[src/rtl/pc_pkg.sv]
// Shared types and helpers for the fetch-stage program counter and its return-address stack.
package pc_pkg;

    typedef enum logic [2:0] {
        PC_INC,
        PC_HOLD,
        PC_BRANCH,
        PC_CALL,
        PC_RET
    } pc_sel_t;

    // Width needed to count 0..depth entries inclusive.
    function automatic int ras_count_w(input int depth);
        return $clog2(depth + 1);
    endfunction

endpackage

[src/rtl/pc_ras.sv]
// Circular return-address stack: a full push overwrites the oldest entry, and an empty pop is a no-op.
module pc_ras
    import pc_pkg::*;
#(
    parameter int ADDR_W    = 10,
    parameter int RAS_DEPTH = 4
) (
    input  logic                                 clk,
    input  logic                                 reset,
    input  logic                                 push,
    input  logic                                 pop,
    input  logic [ADDR_W-1:0]                    push_data,
    output logic [ADDR_W-1:0]                    top,
    output logic [ras_count_w(RAS_DEPTH)-1:0]    count,
    output logic                                 overflow,
    output logic                                 underflow
);

    localparam int PW = $clog2(RAS_DEPTH);
    localparam int CW = ras_count_w(RAS_DEPTH);
    localparam logic [CW-1:0] DEPTH_C = CW'(RAS_DEPTH);

    logic [ADDR_W-1:0] mem [RAS_DEPTH];
    logic [PW-1:0]     wp;
    logic [PW-1:0]     wp_dec;
    logic              full;
    logic              empty;
    logic              do_push;
    logic              do_pop;

    assign full      = (count == DEPTH_C);
    assign empty     = (count == '0);
    assign wp_dec    = wp - PW'(1);
    assign top       = mem[wp_dec];
    assign overflow  = push && full;
    assign underflow = pop && empty;
    assign do_pop    = pop && !empty;
    assign do_push   = push && !pop;

    always_ff @(posedge clk or negedge reset) begin
        if (!reset) begin
            wp    <= '0;
            count <= '0;
        end else if (do_pop) begin
            wp    <= wp_dec;
            count <= count - CW'(1);
        end else if (do_push) begin
            // A push onto a full stack overwrites the oldest slot, so the count saturates.
            wp <= wp + PW'(1);
            if (!full) begin
                count <= count + CW'(1);
            end
        end
    end

    always_ff @(posedge clk) begin
        if (do_push) begin
            mem[wp] <= push_data;
        end
    end

endmodule

[src/rtl/pc_unit.sv]
// Fetch-stage program counter: priority redirect decode, PC register, RAS and sticky stack-error flags.
module pc_unit
    import pc_pkg::*;
#(
    parameter int                ADDR_W    = 10,
    parameter logic [ADDR_W-1:0] RESET_VEC = '0,
    parameter int                RAS_DEPTH = 4
) (
    input  logic                              clk,
    input  logic                              reset,
    input  logic                              stall,
    input  logic                              branch,
    input  logic                              call,
    input  logic                              ret,
    input  logic [ADDR_W-1:0]                 target,
    input  logic                              clr_err,
    output logic [ADDR_W-1:0]                 instr_address,
    output logic [ras_count_w(RAS_DEPTH)-1:0] ras_count,
    output logic                              ras_empty,
    output logic                              ras_full,
    output logic                              err_overflow,
    output logic                              err_underflow
);

    localparam int CW = ras_count_w(RAS_DEPTH);
    localparam logic [CW-1:0] DEPTH_C = CW'(RAS_DEPTH);

    pc_sel_t           sel;
    logic [ADDR_W-1:0] pc_inc;
    logic [ADDR_W-1:0] pc_next;
    logic [ADDR_W-1:0] ras_top;
    logic              ras_push;
    logic              ras_pop;
    logic              set_ovf;
    logic              set_unf;

    always_comb begin
        sel = PC_INC;
        if (ret) begin
            sel = PC_RET;
        end else if (call) begin
            sel = PC_CALL;
        end else if (branch) begin
            sel = PC_BRANCH;
        end else if (stall) begin
            sel = PC_HOLD;
        end
    end

    assign pc_inc   = instr_address + ADDR_W'(1);
    assign ras_push = (sel == PC_CALL);
    assign ras_pop  = (sel == PC_RET);

    always_comb begin
        pc_next = pc_inc;
        case (sel)
            PC_INC:    pc_next = pc_inc;
            PC_HOLD:   pc_next = instr_address;
            PC_BRANCH: pc_next = target;
            PC_CALL:   pc_next = target;
            // An empty-stack return has nowhere to go, so the PC simply holds.
            PC_RET:    pc_next = ras_empty ? instr_address : ras_top;
            default:   pc_next = pc_inc;
        endcase
    end

    pc_ras #(
        .ADDR_W    (ADDR_W),
        .RAS_DEPTH (RAS_DEPTH)
    ) u_ras (
        .clk       (clk),
        .reset     (reset),
        .push      (ras_push),
        .pop       (ras_pop),
        .push_data (pc_inc),
        .top       (ras_top),
        .count     (ras_count),
        .overflow  (set_ovf),
        .underflow (set_unf)
    );

    assign ras_empty = (ras_count == '0);
    assign ras_full  = (ras_count == DEPTH_C);

    always_ff @(posedge clk or negedge reset) begin
        if (!reset) begin
            instr_address <= RESET_VEC;
        end else begin
            instr_address <= pc_next;
        end
    end

    // A new error in the same cycle as clr_err wins, so no event is lost.
    always_ff @(posedge clk or negedge reset) begin
        if (!reset) begin
            err_overflow  <= 1'b0;
            err_underflow <= 1'b0;
        end else begin
            if (set_ovf) begin
                err_overflow <= 1'b1;
            end else if (clr_err) begin
                err_overflow <= 1'b0;
            end
            if (set_unf) begin
                err_underflow <= 1'b1;
            end else if (clr_err) begin
                err_underflow <= 1'b0;
            end
        end
    end

endmodule

[config.mk]
export PLATFORM = sky130hd
export DESIGN_NAME = pc_unit
export DESIGN_NICKNAME = d
export VERILOG_FILES = /design/src/rtl/pc_pkg.sv /design/src/rtl/pc_ras.sv /design/src/rtl/pc_unit.sv
export SDC_FILE = /design/constraint.sdc
export NUM_CORES = 1
export LEC_CHECK = 0
export BUFFER_PORTS_ARGS = -buffer_cell sky130_fd_sc_hd__buf_4
export CORE_MARGIN = 1
export CORE_UTILIZATION = 60
export DETAILED_ROUTE_END_ITERATION = 10
export HOLD_SLACK_MARGIN = 0.12
export PLACE_DENSITY = 0.78
export SLEW_MARGIN = 15
export SYNTH_ARGS = -nofsm -noshare
export SYNTH_HDL_FRONTEND = slang
export SYNTH_SLANG_ARGS = --single-unit
[constraint.sdc]
create_clock -name clk -period 4.5 [get_ports clk]
set_input_delay 0.675 -clock clk [delete_from_list [all_inputs] [get_ports clk]]
set_output_delay 0.675 -clock clk [all_outputs]
set_load 0.01 [all_outputs]
==> After elaboration in Yosys (flattened, before gate mapping) <==
Memory sizes are Yosys's and may differ from the RTL's.
Cells that the tools add are included.
{ "totals": {"in_bits": 17, "regBits": 17, "romBits": 0, "ramBits": 40, "wordCells": 48, "latchBits": 0, "memories": 1} }
{ "op_classes": {"n_lt_le_gt_ge": 0, "multipliers": 0, "eq_ne": 7, "n_mux": 16, "shifts": 0, "bitwise_logic": 1, "reduce_logical": 13, "addsub": 5, "div_mod_pow": 0} }
{ "mem_list": {"columns": ["memory", "depth", "width", "rd", "rd_clocked_by_memory_dff", "write_ports", "line_no", "source"], "rows": [
  ["u_ras.mem", 4, 10, 1, 0, 1, "pc_ras.sv:23", "logic [ADDR_W-1:0] mem [RAS_DEPTH];"]
]} }
{ "op_table": {"columns": ["cell", "count"], "rows": [
  ["case mux 10 bit (3 select lines)", 1],
  ["two-way mux 3 bit", 4],
  ["adder 10 x 1 -> 10 bit (second input constant)", 1],
  ["two-way mux 10 bit", 1],
  ["two-way mux 2 bit", 4],
  ["equality test 3 x 2 -> 1 bit (second input constant)", 2],
  ["equality test 3 bit (second input constant)", 2],
  ["two-way mux 1 bit", 6],
  ["nonzero test 2 bit", 3],
  ["logical AND 1 bit", 4],
  ["inequality test 2 bit (second input constant)", 2],
  ["AND reduction 2 bit", 2],
  ["adder 3 x 1 -> 3 bit (second input constant)", 1],
  ["equality test 3 x 1 -> 1 bit (second input constant)", 1],
  ["zero test 3 bit", 1],
  ["subtractor 3 x 1 -> 3 bit (second input constant)", 1],
  ["adder 2 x 1 -> 2 bit (second input constant)", 1],
  ["zero test 1 bit", 2],
  ["OR reduction 2 bit", 1],
  ["subtractor 2 x 1 -> 2 bit (second input constant)", 1],
  ["inverter 1 bit", 1]
]} }

==> Depth between registers and ports, before layout <==
Gate-level depths: netlist (run 1).
{ "depth": {"depth_word": 9, "mapped_depth": 11, "mapped_depth_nobuf": 9} }

==> Cells and area by module <==
From an unflattened synthesis (run 1), not the netlist that was laid out.
{ "unflattened": {"cells_unflattened": 209, "hier_area_um2": 2815.2} }
{ "modules_own_cells": {"columns": ["module", "area_per_inst_um2", "cells_per_inst", "n_inst"], "rows": [
  ["pc_ras", 1911.8, 103, 1],
  ["pc_unit", 903.4, 106, 1]
]} }

==> Worst setup path before layout (run 1) <==
OpenSTA, ideal clock, no wires.
{ "synth_path": {"path_type": "input to register", "start": "input port ret", "end": "register u_ras.count[1]", "n_path_buf": 3, "setup_slack_ns": 2.373, "t_required_ns": 4.389, "t_arrival_ns": 2.016, "path_stages": 7, "cell_sequence": "buf_6 -> clkbuf_8 -> clkbuf_8 -> mux2_2 -> ha_1 -> inv_1 -> a222oi_1"} }
{ "synth_between": {"elab_chain_cells": 6, "elab_cells_between_ends": 10} }
{ "synth_lines": {"columns": ["element", "line_no", "source"], "rows": [
  ["start: declaration", "pc_unit.sv:14", "input logic ret,"],
  ["two-way mux 3 bit (*)", "pc_unit.sv:39", "if (ret) begin"],
  ["equality test 3 bit", "pc_unit.sv:52", "assign ras_pop = (sel == PC_RET);"],
  ["zero test 1 bit", "pc_ras.sv:38", "assign do_push = push && !pop;"],
  ["logical AND 1 bit", "pc_ras.sv:38", null],
  ["nonzero test 2 bit (no source line)", null, null],
  ["AND reduction 2 bit (no source line)", null, null],
  ["end signal: assignment", "pc_ras.sv:46", "count <= count - CW'(1);"],
  ["end signal: assignment", "pc_ras.sv:51", "count <= count + CW'(1);"],
  ["end: declaration", "pc_ras.sv:14", "output logic [ras_count_w(RAS_DEPTH)-1:0] count,"]
]} }
Every way passes the cells marked *; elsewhere a longest branch is shown, timed or not.
A chain may end at the register's enable or synchronous reset.

==> Worst setup path in the final report (run 1) <==
{ "layout_path": {"start": "register u_ras.wp[0]", "end": "register instr_address[9]"} }
{ "layout_between": {"elab_chain_cells": 4} }
{ "layout_lines": {"columns": ["element", "line_no", "source"], "rows": [
  ["start: declaration", "pc_ras.sv:24", "logic [PW-1:0] wp;"],
  ["start signal: assignment", "pc_ras.sv:45", "wp <= wp_dec;"],
  ["start signal: assignment", "pc_ras.sv:49", "wp <= wp + PW'(1);"],
  ["subtractor 2 x 1 -> 2 bit", "pc_ras.sv:33", "assign wp_dec = wp - PW'(1);"],
  ["memory (4 x 10 bit)", null, null],
  ["two-way mux 10 bit", "pc_unit.sv:62", "PC_RET: pc_next = ras_empty ? instr_address : ras_top;"],
  ["case mux 10 bit (3 select lines)", "pc_unit.sv:56", "case (sel)"],
  ["end signal: assignment", "pc_unit.sv:89", "instr_address <= pc_next;"],
  ["end: declaration", "pc_unit.sv:17", "output logic [ADDR_W-1:0] instr_address,"]
]} }
No other way between the ends. The select of a mux whose other input is x is not followed.

==> metrics.txt, run 1 <==
clock sink total 57; Iter 0 DRT Violations 176; failing checks DRC; DP Area 3070 µm²; Hold-fix buffers, CTS 0; Overflow after GRT 0; Distinct cells, synth 52; DPL Wire Length 4.16 mm; Initial Util 0.645; Final WS setup 1940 ps; syn_nets 234; initial antenna violation count 0; design area 3230 µm²; Nets 265; R2R depth 6; slew at the pin closest to its max-slew limit 760 ps; Skew-Pair Late Insertion Delay 330 ps; final hold viol count 0; first-pass GRT wire length 9.67 mm; Min-Delay Path Class in -> async; worst setup path end instr_address[9]$_DFFE_PN0P_; Rows 24; peak supply drop 0.327 mV; total chip power 2.19 mW; fin crit share 0.570; Yosys top cell by area edfxtp_1; run status finished, violations left; vias in the first global route 1944; syn_area_per_cell 13.7 µm²; routed vias/inst 6.20; Netlist Area Pre-Place 2890 µm²; Seq cells post-synth 57; Reg2Reg Capture Point instr_address[9]$_DFFE_PN0P_; # Post-CTS Setup Buffers 0; gpl congestion 0.813; top_reg_cell synth edfxtp_1; Place WS 1910 ps; CTS Buf Count 9; die area 5090 µm²; Ports 34; post-CTS sizing 0; GRT Util Overall 0.262; clock tree from TritonCTS done; critical-path cell list inv_1 -> ha_1 -> mux4_2 -> a22o_1 -> a21oi_1 -> o2bb2ai_1; Crit path largest cell delay 840 ps; CP Class reg -> reg; commonest non-fill, non-tap cells in the layout 40 x edfxtp_1, 33 x buf_4, 18 x o21ai_0; worst endpoint required time 4710 ps; Post-synth ARST share 0.298; Detailed Route WL 5.95 mm; final design utilization 0.722; min cycle time layout 2560 ps; hold slack final 204 ps; Stages on worst setup path 6; Worst EP arrival 2780 ps; # placed instances 283; H-tree depth 3; DR pass1 iterations 9; reg2reg setup slack 1940 ps; family with the most delay on the worst path flip-flops; Critical path origin u_ras.wp[0]$_DFFE_PN0P_; unrepaired setup endpoints after global routing no; slew margin rel. 0.493; Layout Cells excl Fill 299; Antenna Nets Post-Route 0; clk root buf clkbuf_8; Crit Path Max Fanout 14; quantity of I/O buffers inserted on ports 33; die span in y 71.3 µm; pwr dens 677 nW/µm²; final clock skew 8.22 ps; clk buf depth 2; vias 1855; Synth warnings 0; Buf/Inv on CP 1; CP max stage cell dfrtp_1; post-synthesis sequential area ratio 0.564; Reg clk slew, reported paths 70 ps; leading cell type in the layout, fill and taps excluded edfxtp_1; Crit Reg-Reg Startpoint u_ras.wp[0]$_DFFE_PN0P_; fmax 0.390 GHz; Post-Synthesis Cells 211; Max-Cap Viols 0; n_diodes 0; synthesis-to-layout area growth 12.0%; crit end category register; Final Max Tran Viols 0; Yosys top cell area share 0.416; Leak 1.24 nW; share of cells above drive strength 1 0.287; Post-synth EDFFs 40; Area contributors post-synth edfxtp_1 42%, dfrtp_1 15%, mux4_2 7.0%; setup_tns 0 ps; Final Setup Violations 0; Die X 71.3 µm; pin count of the biggest net entering global routing 35; core area 4470 µm²; drc violations 6; DR WL/cell 19.9 µm; Critical Path Source Type register
where the power goes:
part           leakage (nW)  internal, mW  switching [mW]
registers             0.567         0.766           0.172
logic                 0.593         0.405           0.450
clock network        0.0835         0.195           0.198
total                  1.24          1.37           0.820
state kept, by name, indices dropped and copies added, names as in the netlist:
| register | flops |
|---|---|
| err_overflow | 1 |
| err_underflow | 1 |
| u_ras.count | 3 |
| instr_address | 10 |
| u_ras.mem | 40 |
| u_ras.wp | 2 |
cell families (layout without fill, tap and decap cells):
group | after synthesis | count (layout) | share of synthesized area
simple gates | 54 | 54 | 0.103
buf+inv | 21 | 57 | 0.0598
compound gates | 50 | 50 | 0.114
fa+ha+maj | 6 | 6 | 0.0260
mux | 17 | 17 | 0.116
flops | 57 | 57 | 0.564
xor+xnor | 6 | 6 | 0.0182
layout make-up:
| type | instances | area [µm²] |
|---|---|---|
| Inverter | 8 | 42.5 |
| Clock inverter | 6 | 35.0 |
| Tap cell | 52 | 65.1 |
| Timing Repair Buffer | 33 | 248 |
| Multi-Input combinational cell | 133 | 1090 |
| Clock buffer | 10 | 128 |
| Sequential cell | 57 | 1630 |
| Fill cell | 301 | 1240 |
per-layer routing:
layer | up-vias | global-route usage | wire length [µm]
li1 | 862 | - | -
met1 | 911 | 0.355 | 2560
met2 | 74 | 0.399 | 2880
met3 | 8 | 0.0731 | 439
met4 | 0 | 0.120 | 63
met5 | - | 0 | 0
cells in the mapped netlist, drive strengths merged (4+ instances only):
cell,instances
ha,6
nor2,11
a21oi,10
nor3,5
nand3,5
buf,6
clkbuf,7
o21a,4
dfrtp,17
o21ai,18
nand2,13
mux4,10
or2,4
and2,4
inv,7
mux2i,4
edfxtp,40
worst min path at each step:
stage	to	startpoint	cells after the start
6_report	instr_address[5]$_DFFE_PN0P_	reset	1
5_1_grt	u_ras.count[1]$_DFFE_PN0P_	reset	1
4_1_cts	instr_address[5]$_DFFE_PN0P_	reset	1
3_5_place_dp	err_underflow$_DFFE_PN0P_	err_underflow$_DFFE_PN0P_	2
3_3_place_gp	err_underflow$_DFFE_PN0P_	err_underflow$_DFFE_PN0P_	2
2_1_floorplan	err_overflow$_DFFE_PN0P_	reset	0
No activity file was read; power rests on OpenSTA's default activity.
==> inputs of run 2 (changes only) <==
Settings changed: CORE_UTILIZATION 60 to 58, PLACE_DENSITY 0.78 to 0.75.
Clock period 4.5 ns to 2.5 ns, I/O delays scaled along.
==> run 2 against run 1 <==
Net effect: the run now ends clean; worst hold slack improved by 29 ps; first-iteration DRC count fell by 19%; maximum frequency up 21%; final cell count is 6.7% higher; worst setup slack worse by 1600 ps; critical path depth grew 1; wire length decreased by 2.9%; sequential power increased by 70%; sequential share of layout area shrank 1.4 points; cell area increased by 2.8%; largest power group is now combinational cells.
==> metrics.txt, run 2 (same netlist as run 1, synthesis figures left out) <==
Initial Util 0.607; Overflow after GRT 0; Final Setup Violations 0; Reg with most FFs u_ras.mem; hold path depth 2; R2R depth 7; routed vias/inst 5.82; crit end category register; core area 4750 µm²; Detailed Route WL 5.78 mm; H-tree depth 3; Crit Path Max Fanout 8; min cycle time layout 2120 ps; fin crit share 0.847; unrepaired setup endpoints after global routing no; GRT Util Overall 0.249; post-CTS sizing 0; wl on met1 2.67 mm; die area 5260 µm²; detailed-routed wire length on met3 303 µm; peak supply drop 0.681 mV; die span in y 72.5 µm; metal2 WL 2.69 mm; Rows 25; Nets 270; Final Max Tran Viols 0; critical-path cell list or3_1 -> clkinv_8 -> nor2_1 -> mux2_2 -> ha_1 -> inv_1 -> a222oi_1; clk root buf clkbuf_8; clock tree from TritonCTS done; Skew-Pair Late Insertion Delay 340 ps; clock sink total 57; pin count of the biggest net entering global routing 35; Largest regs u_ras.mem x40, instr_address x10, u_ras.count x3; Storage cell area 1630 µm²; Critical Path Source Type register; final clock skew 8.11 ps; Max-Cap Viols 0; DPL Wire Length 3.79 mm; max reg flops 40; DR WL/cell 18.1 µm; n_diodes 0; final hold viol count 0; Antenna Nets Post-Route 0; footprint of the multi-input gates 1090 µm²; run status finished clean; Ports 34; Hold-fix buffers, CTS 1; Iter 0 DRT Violations 143; worst endpoint required time 2720 ps; share of cells above drive strength 1 0.302; uppermost routed layer met4; # fillers 353; drc violations 0; commonest non-fill, non-tap cells in the layout 40 x edfxtp_1, 37 x buf_4, 18 x o21ai_0; Reg clk slew, reported paths 70 ps; vias 1858; CP max stage cell or3_1; gpl congestion 0.785; DR pass1 iterations 4; Die X 72.5 µm; Stages on worst setup path 7; Min-Delay Path Class in -> reg; clk buf depth 2; setup_tns 0 ps; CTS Buf Count 9; Leak 1.29 nW; pwr dens 1220 nW/µm²; synthesis-to-layout area growth 15.1%; first-pass GRT wire length 9.20 mm; Buf/Inv on CP 2; family with the most delay on the worst path simple AND/OR/NAND/NOR gates; Crit path largest cell delay 510 ps; quantity of I/O buffers inserted on ports 33; vias in the first global route 1804; slew at the pin closest to its max-slew limit 622 ps; CP Class reg -> reg; slew margin rel. 0.585; hold slack final 233 ps; # Post-CTS Setup Buffers 0; initial antenna violation count 0; leading cell type in the layout, fill and taps excluded edfxtp_1; Worst EP arrival 2340 ps; fmax 0.472 GHz
-- run 2: routing by layer --
layer	global-route usage	vias up
met1	0.337	908
met3	0.0583	12
met5	0	-
met4	0.146	0
met2	0.372	66
li1	-	872
-- run 2: stage by stage --
| stage | instance area (µm²) | setup slack (ps) | cells | utilization | total power [mW] |
|---|---|---|---|---|---|
| 2_1_floorplan | 2890 | 391 | 211 | - | 2.76 |
| 3_3_place_gp | 3120 | 453 | 302 | 0.656 | 3.16 |
| 3_5_place_dp | 3120 | 415 | 302 | 0.656 | 3.21 |
| 4_1_cts | 3320 | 383 | 319 | 0.699 | 4.06 |
| 5_1_grt | 3320 | 210 | 319 | 0.699 | 4.28 |
| 6_report | 3320 | 383 | 319 | 0.699 | 4.04 |
-- run 2: layout make-up --
| type | count | share of cell area |
|---|---|---|
| inverter | 8 | 0.0128 |
| tap | 67 | 0.0252 |
| clock inverter | 6 | 0.0173 |
| timing repair buffer | 38 | 0.0866 |
| clock buffer | 10 | 0.0414 |
| multi-input combinational | 133 | 0.327 |
| sequential | 57 | 0.490 |
-- run 2: report_power, final --
part | leakage, nW | total, mW | internal (mW) | switching, mW
registers | 0.567 | 1.59 | 1.38 | 0.213
clock network | 0.103 | 0.842 | 0.480 | 0.362
logic | 0.617 | 1.60 | 0.762 | 0.843
total | 1.29 | 4.04 | 2.62 | 1.42
-- run 2: final timing paths --
path                                       startpoint                      endpoint  slack [ps]
max in group asynchronous                       reset  instr_address[3]$_DFFE_PN0P_        1840
hold / removal                                clr_err      err_overflow$_DFFE_PN0P_         230
setup reg to reg           u_ras.count[2]$_DFFE_PN0P_    u_ras.count[1]$_DFFE_PN0P_         380
hold reg to reg              err_overflow$_DFFE_PN0P_      err_overflow$_DFFE_PN0P_         540
setup / recovery           u_ras.count[2]$_DFFE_PN0P_    u_ras.count[1]$_DFFE_PN0P_         380
min in group asynchronous                       reset  instr_address[4]$_DFFE_PN0P_         450
